[src/rtl/id_ex_if.sv]
// id_ex_if: ID-side inputs and EX-side outputs of the ID/EX pipeline register
interface id_ex_if #(parameter int XLEN = 32, parameter int CNT_W = 16) ();
  logic             id_valid;
  logic [11:0]      id_ctrl;
  logic [XLEN-1:0]  id_pc;
  logic [XLEN-1:0]  id_rs1_data;
  logic [XLEN-1:0]  id_rs2_data;
  logic [XLEN-1:0]  id_imm;
  logic [14:0]      id_regs;
  logic [3:0]       id_funct;
  logic             ex_redirect;
  logic             stall;
  logic             ex_valid;
  logic [11:0]      ex_ctrl;
  logic [XLEN-1:0]  ex_pc;
  logic [XLEN-1:0]  ex_rs1_data;
  logic [XLEN-1:0]  ex_rs2_data;
  logic [XLEN-1:0]  ex_imm;
  logic [14:0]      ex_regs;
  logic [3:0]       ex_funct;
  logic [CNT_W-1:0] stall_cnt;
  logic [CNT_W-1:0] flush_cnt;
  modport master (
    output id_valid, id_ctrl, id_pc, id_rs1_data, id_rs2_data, id_imm, id_regs, id_funct, ex_redirect,
    input  stall, ex_valid, ex_ctrl, ex_pc, ex_rs1_data, ex_rs2_data, ex_imm, ex_regs, ex_funct, stall_cnt, flush_cnt
  );
  modport slave (
    input  id_valid, id_ctrl, id_pc, id_rs1_data, id_rs2_data, id_imm, id_regs, id_funct, ex_redirect,
    output stall, ex_valid, ex_ctrl, ex_pc, ex_rs1_data, ex_rs2_data, ex_imm, ex_regs, ex_funct, stall_cnt, flush_cnt
  );
endinterface

[src/rtl/id_ex_stage.sv]
// id_ex_stage: ID/EX pipeline register with load-use stall, redirect squash and perf counters
module id_ex_stage #(
  parameter int XLEN  = 32,
  parameter int CNT_W = 16
) (
  input logic     clk,
  input logic     rst,
  id_ex_if.slave  bus
);
  logic             ex_valid_q, ex_valid_d;
  logic [11:0]      ex_ctrl_q, ex_ctrl_d;
  logic [XLEN-1:0]  ex_pc_q, ex_pc_d;
  logic [XLEN-1:0]  ex_rs1_data_q, ex_rs1_data_d;
  logic [XLEN-1:0]  ex_rs2_data_q, ex_rs2_data_d;
  logic [XLEN-1:0]  ex_imm_q, ex_imm_d;
  logic [14:0]      ex_regs_q, ex_regs_d;
  logic [3:0]       ex_funct_q, ex_funct_d;
  logic [CNT_W-1:0] stall_cnt_q, stall_cnt_d;
  logic [CNT_W-1:0] flush_cnt_q, flush_cnt_d;
  logic             hz, bubble;
  // hazard detection, bubble selection and next-state for every stage register and counter
  always_comb begin
    hz = bus.id_valid & ex_valid_q & ex_ctrl_q[8] & (|ex_regs_q[4:0])
       & ((ex_regs_q[4:0] == bus.id_regs[14:10]) | (ex_regs_q[4:0] == bus.id_regs[9:5]));
    bubble        = bus.ex_redirect | hz;
    ex_valid_d    = bubble ? 1'b0 : bus.id_valid;
    ex_ctrl_d     = (bubble | ~bus.id_valid) ? 12'h000 : bus.id_ctrl;
    ex_pc_d       = bubble ? '0 : bus.id_pc;
    ex_rs1_data_d = bubble ? '0 : bus.id_rs1_data;
    ex_rs2_data_d = bubble ? '0 : bus.id_rs2_data;
    ex_imm_d      = bubble ? '0 : bus.id_imm;
    ex_regs_d     = bubble ? '0 : bus.id_regs;
    ex_funct_d    = bubble ? '0 : bus.id_funct;
    stall_cnt_d   = (hz & ~bus.ex_redirect & ~&stall_cnt_q) ? stall_cnt_q + 1'b1 : stall_cnt_q;
    flush_cnt_d   = (bus.ex_redirect & bus.id_valid & ~&flush_cnt_q) ? flush_cnt_q + 1'b1 : flush_cnt_q;
  end
  // stage register and counters, cleared immediately on reset
  always_ff @(posedge clk or posedge rst) begin
    if (rst) begin
      ex_valid_q    <= 1'b0;
      ex_ctrl_q     <= '0;
      ex_pc_q       <= '0;
      ex_rs1_data_q <= '0;
      ex_rs2_data_q <= '0;
      ex_imm_q      <= '0;
      ex_regs_q     <= '0;
      ex_funct_q    <= '0;
      stall_cnt_q   <= '0;
      flush_cnt_q   <= '0;
    end else begin
      ex_valid_q    <= ex_valid_d;
      ex_ctrl_q     <= ex_ctrl_d;
      ex_pc_q       <= ex_pc_d;
      ex_rs1_data_q <= ex_rs1_data_d;
      ex_rs2_data_q <= ex_rs2_data_d;
      ex_imm_q      <= ex_imm_d;
      ex_regs_q     <= ex_regs_d;
      ex_funct_q    <= ex_funct_d;
      stall_cnt_q   <= stall_cnt_d;
      flush_cnt_q   <= flush_cnt_d;
    end
  end
  assign bus.stall       = hz & ~bus.ex_redirect;
  assign bus.ex_valid    = ex_valid_q;
  assign bus.ex_ctrl     = ex_ctrl_q;
  assign bus.ex_pc       = ex_pc_q;
  assign bus.ex_rs1_data = ex_rs1_data_q;
  assign bus.ex_rs2_data = ex_rs2_data_q;
  assign bus.ex_imm      = ex_imm_q;
  assign bus.ex_regs     = ex_regs_q;
  assign bus.ex_funct    = ex_funct_q;
  assign bus.stall_cnt   = stall_cnt_q;
  assign bus.flush_cnt   = flush_cnt_q;
endmodule

[src/flat_wrapper.sv]
// flat-port wrapper written by rule: the top's interface ports become plain ports
module id_ex_stage_flat 
#(
  parameter int XLEN  = 32,
  parameter int CNT_W = 16
)
  (clk, rst, bus_id_valid, bus_id_ctrl, bus_id_pc, bus_id_rs1_data, bus_id_rs2_data, bus_id_imm, bus_id_regs, bus_id_funct, bus_ex_redirect, bus_stall, bus_ex_valid, bus_ex_ctrl, bus_ex_pc, bus_ex_rs1_data, bus_ex_rs2_data, bus_ex_imm, bus_ex_regs, bus_ex_funct, bus_stall_cnt, bus_flush_cnt);
  id_ex_if #(.XLEN(XLEN), .CNT_W(CNT_W)) bus_i ();
  input logic clk;
  input logic rst;
  input wire logic [$bits(bus_i.id_valid)-1:0] bus_id_valid;
  input wire logic [$bits(bus_i.id_ctrl)-1:0] bus_id_ctrl;
  input wire logic [$bits(bus_i.id_pc)-1:0] bus_id_pc;
  input wire logic [$bits(bus_i.id_rs1_data)-1:0] bus_id_rs1_data;
  input wire logic [$bits(bus_i.id_rs2_data)-1:0] bus_id_rs2_data;
  input wire logic [$bits(bus_i.id_imm)-1:0] bus_id_imm;
  input wire logic [$bits(bus_i.id_regs)-1:0] bus_id_regs;
  input wire logic [$bits(bus_i.id_funct)-1:0] bus_id_funct;
  input wire logic [$bits(bus_i.ex_redirect)-1:0] bus_ex_redirect;
  output wire logic [$bits(bus_i.stall)-1:0] bus_stall;
  output wire logic [$bits(bus_i.ex_valid)-1:0] bus_ex_valid;
  output wire logic [$bits(bus_i.ex_ctrl)-1:0] bus_ex_ctrl;
  output wire logic [$bits(bus_i.ex_pc)-1:0] bus_ex_pc;
  output wire logic [$bits(bus_i.ex_rs1_data)-1:0] bus_ex_rs1_data;
  output wire logic [$bits(bus_i.ex_rs2_data)-1:0] bus_ex_rs2_data;
  output wire logic [$bits(bus_i.ex_imm)-1:0] bus_ex_imm;
  output wire logic [$bits(bus_i.ex_regs)-1:0] bus_ex_regs;
  output wire logic [$bits(bus_i.ex_funct)-1:0] bus_ex_funct;
  output wire logic [$bits(bus_i.stall_cnt)-1:0] bus_stall_cnt;
  output wire logic [$bits(bus_i.flush_cnt)-1:0] bus_flush_cnt;
  assign bus_i.id_valid = bus_id_valid;
  assign bus_i.id_ctrl = bus_id_ctrl;
  assign bus_i.id_pc = bus_id_pc;
  assign bus_i.id_rs1_data = bus_id_rs1_data;
  assign bus_i.id_rs2_data = bus_id_rs2_data;
  assign bus_i.id_imm = bus_id_imm;
  assign bus_i.id_regs = bus_id_regs;
  assign bus_i.id_funct = bus_id_funct;
  assign bus_i.ex_redirect = bus_ex_redirect;
  assign bus_stall = bus_i.stall;
  assign bus_ex_valid = bus_i.ex_valid;
  assign bus_ex_ctrl = bus_i.ex_ctrl;
  assign bus_ex_pc = bus_i.ex_pc;
  assign bus_ex_rs1_data = bus_i.ex_rs1_data;
  assign bus_ex_rs2_data = bus_i.ex_rs2_data;
  assign bus_ex_imm = bus_i.ex_imm;
  assign bus_ex_regs = bus_i.ex_regs;
  assign bus_ex_funct = bus_i.ex_funct;
  assign bus_stall_cnt = bus_i.stall_cnt;
  assign bus_flush_cnt = bus_i.flush_cnt;
  id_ex_stage #(.XLEN(XLEN), .CNT_W(CNT_W)) u_core (.clk(clk), .rst(rst), .bus(bus_i));
endmodule
[config.mk]
export PLATFORM = sky130hd
export DESIGN_NAME = id_ex_stage_flat
export DESIGN_NICKNAME = d
export VERILOG_FILES = /design/src/rtl/id_ex_if.sv /design/src/rtl/id_ex_stage.sv /design/src/flat_wrapper.sv
export SDC_FILE = /design/constraint.sdc
export NUM_CORES = 1
export LEC_CHECK = 0
export ABC_CLOCK_PERIOD_IN_PS = 20600
export CAP_MARGIN = 20
export CORE_AREA = 2 2 138 140
export CTS_CLUSTER_DIAMETER = 100
export DETAILED_ROUTE_END_ITERATION = 6
export DIE_AREA = 0 0 140 142
export GPL_TIMING_DRIVEN = 0
export HOLD_SLACK_MARGIN = 0.08
export PLACE_DENSITY = 0.83
export SLEW_MARGIN = 20
export SYNTH_ARGS = -nofsm -noshare
export SYNTH_HDL_FRONTEND = slang
export SYNTH_SLANG_ARGS = --single-unit
[constraint.sdc]
create_clock -name clk -period 20.6 [get_ports clk]
set_input_delay 4.12 -clock clk [delete_from_list [all_inputs] [get_ports clk]]
set_output_delay 4.12 -clock clk [all_outputs]
set_load 0.02 [all_outputs]
# After elaboration in Yosys (flattened, before gate mapping)
# Cells that the tools add are included.
dict set report totals {
  register_bits 192
  latchBits 0
  ram_bits 0
  rom_bits 0
  in_bits 163
  out_inout_bits 193
  wordCells 40
  n_memories 0
}
dict set report classes {
  n_addsub 2
  multipliers 0
  div 0
  magnitude_cmp 0
  eq_ne 2
  shift 0
  muxes 8
  n_bitwise 13
  reduce_logical 5
}
# op n
set ops {}
lappend ops {{32-bit 2-to-1 mux} 4}
lappend ops {{16-bit by 1-bit adder with 16-bit output (second input constant)} 2}
lappend ops {{16-bit AND reduction} 2}
lappend ops {{15-bit 2-to-1 mux} 1}
lappend ops {{12-bit 2-to-1 mux} 1}
lappend ops {{5-bit == test} 2}
lappend ops {{1-bit bitwise AND} 8}
lappend ops {{5-bit OR reduction} 1}
lappend ops {{4-bit 2-to-1 mux} 1}
lappend ops {{1-bit bitwise OR} 3}
lappend ops {{1-bit logical NOT} 2}
lappend ops {{1-bit inverter} 2}
lappend ops {{1-bit 2-to-1 mux} 1}

# Logic depth before layout (Yosys ltp)
dict set report logic_depth {
  ltp_word 7
  ltp_mapped 7
  ltp_nobuf 6
}

# Worst setup path after synthesis
# OpenSTA, ideal clock, no wires.
dict set report synth_path {
  path_kind {input to output}
  startpoint {input port bus_id_regs[14]}
  endpoint {output port bus_stall}
  arrival_ps 5137
  path_slack_ps 11343
  path_stages 5
  n_path_buf 1
  cell_sequence {xnor2_1 -> nand3_1 -> o22a_1 -> clkbuf_1 -> nor2_1}
}
dict set report synth_via {
  elab_chain_cells 4
}
# element line_no
set synth_lines {}
lappend synth_lines {{from (decl)} flat_wrapper.sv:17} ;# input wire logic [$bits(bus_i.id_regs)-1:0] bus_id_regs;
lappend synth_lines {{5-bit == test} id_ex_stage.sv:24} ;# & ((ex_regs_q[4:0] == bus.id_regs[14:10]) | (ex_regs_q[4:0] == bus.id_regs[9:5]));
lappend synth_lines {{1-bit bitwise OR} id_ex_stage.sv:24}
lappend synth_lines {{1-bit bitwise AND} id_ex_stage.sv:24}
lappend synth_lines {{1-bit bitwise AND} id_ex_stage.sv:63} ;# assign bus.stall = hz & ~bus.ex_redirect;
lappend synth_lines {{to (decl)} flat_wrapper.sv:20} ;# output wire logic [$bits(bus_i.stall)-1:0] bus_stall;
# Every way passes these cells.

# Worst setup path after layout
dict set report layout_path {
  startpoint {input port bus_id_regs[10]}
  endpoint {output port bus_stall}
}
# Same word-level chain as after synthesis.

==> results.toml <==
[sta]
clock_skew_ns = 0.0136
min_period_ns = 10.37
maxSlewViolCount = 0
max_freq_mhz = 96.4
worst_pin_slew_ns = 0.478
finalCritPeriodShare_pct = 50.3
rsz0062_at_grt = "false"
fin_ws_ns = 10.23
setup_violations = 0
fin_tns_setup_ns = 0
slew_headroom_pct = 67.9
whs_ns = 0.516
hold_viol_final = 0

[worst_hold_path]
hold_end = "u_core.bus.flush_cnt[15]$_DFFE_PP0P_"
hold-path-cell-count = 1
hold_class = "reg -> reg"
hold_start = "u_core.bus.flush_cnt[15]$_DFFE_PP0P_"

[die]
dieArea_um2 = 19900
die_y_um = 142
start_util_pct = 37.4
pin_count = 356
die_w_um = 140
fp.coreArea_um2 = 18500
num_rows = 50

[setup_path]
r2r-start = "u_core.bus.ex_regs[0]$_DFF_PP0_"
slowest_delay_ns = 0.61
reg2reg_to = "u_core.bus.ex_funct[2]$_DFF_PP0_"
arrival_ns = 6.25
r2r_slack_ns = 18.33
reg2reg_depth = 5
critical-path-slowest-cell = "clkdlybuf4s50_1"
required_ns = 16.48
crit_start = "bus_id_regs[10]"
cp_common_cell = "clkdlybuf4s50_1"
crit_type = "in -> out"
startpoint_type = "input port"
end_kind = "primary output"
path_cells = "clkdlybuf4s50_1, xnor2_1, nand3_1, o22a_1, clkbuf_1, nor2_1, clkdlybuf4s50_1"
crit_fanout = 10

[placement]
hpwlAfterDp_um = 15400
gp_congestion = 0.832
portBuffers = 354
dp.cells = 1099
pre_cts_slack_ns = 10.26

[global_route]
grt_max_degree = 85
first_global_vias = 5361
antenna_found_initial = 2
grt.total_usage_pct = 20.0
grt_pass1_wl_um = 30000
grt_overflow = 0

[detailed_routing]
antenna_left = 0
viasPerCell = 4.51
vias = 5104
totalWireLength_um = 19800
route.detailed.drc = 25
wire_per_inst_um = 17.5
dr.pass1.iters = 7
drt-initial-drc-count = 238

[cells_and_area]
fill_cells = 1422
drive_above_1_share_pct = 6.47
final_cell_mix = "clkdlybuf4s50_1, dfrtp_1, and2_1, xnor2_1"
final_common_cell = "clkdlybuf4s50_1"
fin_nets = 1049
multiInputGateArea_um2 = 1920
regArea_um2 = 4800
layout.cells.non_filler = 1132
syn_to_final_growth_pct = 65.2

[status]
status = "complete, but fails checks"
violations = "design-rule violations"

[clocking]
root_buffer = "clkbuf_16"
cts.sinks = 192
holdBufCountCts = 0
clk_latency_ns = 0.43
post_cts_buffers = 0
cts_resized = 0
clk_path_buf_depth = 2
htreeDepth = 4
cts_inserted_buffers = 17
cts_tree = "done"
path_clk_slew_ns = 0.07

[logic_synthesis]
synth_cell_types = 37
ys_ff_latch = 192
synthArstFlopShare_pct = 100
synthCells = 509
ys_warn_count = 0
synth_edf_count = 0
synth_area_um2 = 6910
ys.flop_type = "dfrtp_1"
avgSynthCellArea_um2 = 13.6
synth-seq-area-share_pct = 69.5
syn_nets = 674

[pwr]
p_per_area_nw_per_um2 = 77.5
power.total_w = 0.000885
vdd_ir_drop_max_mv = 0.0538
leakagePower_nw = 5.02

[job]
max_cap_viol_count = 0
[report_power, final]
group          total, W  internal, W  switching, W  leakage, nW
sequential     0.000410     0.000398     0.0000124         2.50
combinational  0.000145    0.0000801     0.0000653         2.23
clock          0.000329     0.000167      0.000162        0.290
[how the worst max path moves through the flow]
| stage | to | depth (start not counted) |
|---|---|---|
| finish | bus_stall | 7 |
| detailed placement | bus_stall | 7 |
| global route | bus_stall | 7 |
| floorplan | u_core.bus.ex_ctrl[0]$_DFF_PP0_ | 1 |
| global placement | u_core.bus.ex_funct[1]$_DFF_PP0_ | 2 |
| CTS | bus_stall | 7 |
[critical path: cells and delay by family]
| kind | cells | cell delay, ns |
|---|---|---|
| buffers and inverters | 3 | 1.39 |
| AOI/OAI and AO/OA | 1 | 0.32 |
| and+or+nand+nor | 2 | 0.29 |
| xor gates and xnor gates | 1 | 0.13 |
[logic make-up (layout without fill, tap and decap cells)]
logic type / count (synthesis) / in the layout / share of synthesized area (%)
multiplexers: 3 / 3 / 0.489
AND/OR/NAND/NOR: 240 / 240 / 21.0
adder cells (fa/ha/maj): 2 / 2 / 0.362
flip-flops: 192 / 192 / 69.5
AO/OA/AOI/OAI: 13 / 13 / 1.32
other: 0 / 1 / 0
XOR/XNOR: 36 / 36 / 4.56
buffers and inverters: 23 / 411 / 2.70
[cells in the mapped netlist, drive strengths merged (2+ instances only)]
cell	count	share of area, %
or3	3	0.27
nor2	10	0.58
nor4	8	0.72
or4	4	0.49
nor4b	3	0.38
xor2	17	2.2
nand2b	3	0.27
nand2	16	0.87
and3	4	0.36
and2	159	14
nor3	4	0.29
nand4	5	0.45
clkbuf	3	0.16
ha	2	0.36
xnor2	19	2.4
and4	4	0.51
buf	17	2.4
dfrtp	192	70
mux2	3	0.49
a21oi	6	0.49
nand3	13	0.94
inv	3	0.16
o2111ai	2	0.25
[registers in the layout, indices dropped and copies added (netlist names)]
| name | cells |
|---|---|
| u_core.bus.stall_cnt | 16 |
| u_core.bus.flush_cnt | 16 |
| u_core.bus.ex_pc | 32 |
| u_core.bus.ex_valid | 1 |
| u_core.bus.ex_ctrl | 12 |
| u_core.bus.ex_regs | 15 |
| u_core.bus.ex_rs2_data | 32 |
| u_core.bus.ex_funct | 4 |
| u_core.bus.ex_imm | 32 |
| u_core.bus.ex_rs1_data | 32 |
[layer usage]
metal  GRT usage (%)  share of wire (%)  up-vias
met5               0              0.066        -
met3            7.47                8.5       32
met2            38.1                 55      220
met1            20.1                 34     2454
met4            7.02                2.4        2
li1                -                  -     2396
[through the flow]
stage | utilization [%] | cell area, um2
global route | 61.8 | 11400
finish | 61.8 | 11400
floorplan | - | 6910
global placement | 58.2 | 10700
CTS | 61.8 | 11400
detailed placement | 58.6 | 10800
[final cells by class]
type                       count  area share (%)
inverter                       3           0.164
antenna                        1          0.0219
timing repair buffer         356            31.5
sequential                   192            42.1
multi-input combinational    294            16.8
tap                          234            2.57
clock buffer                  18            3.85
clock inverter                14            1.44
buffer                        20            1.53
Note: power is estimated with default switching activity, not from simulation.
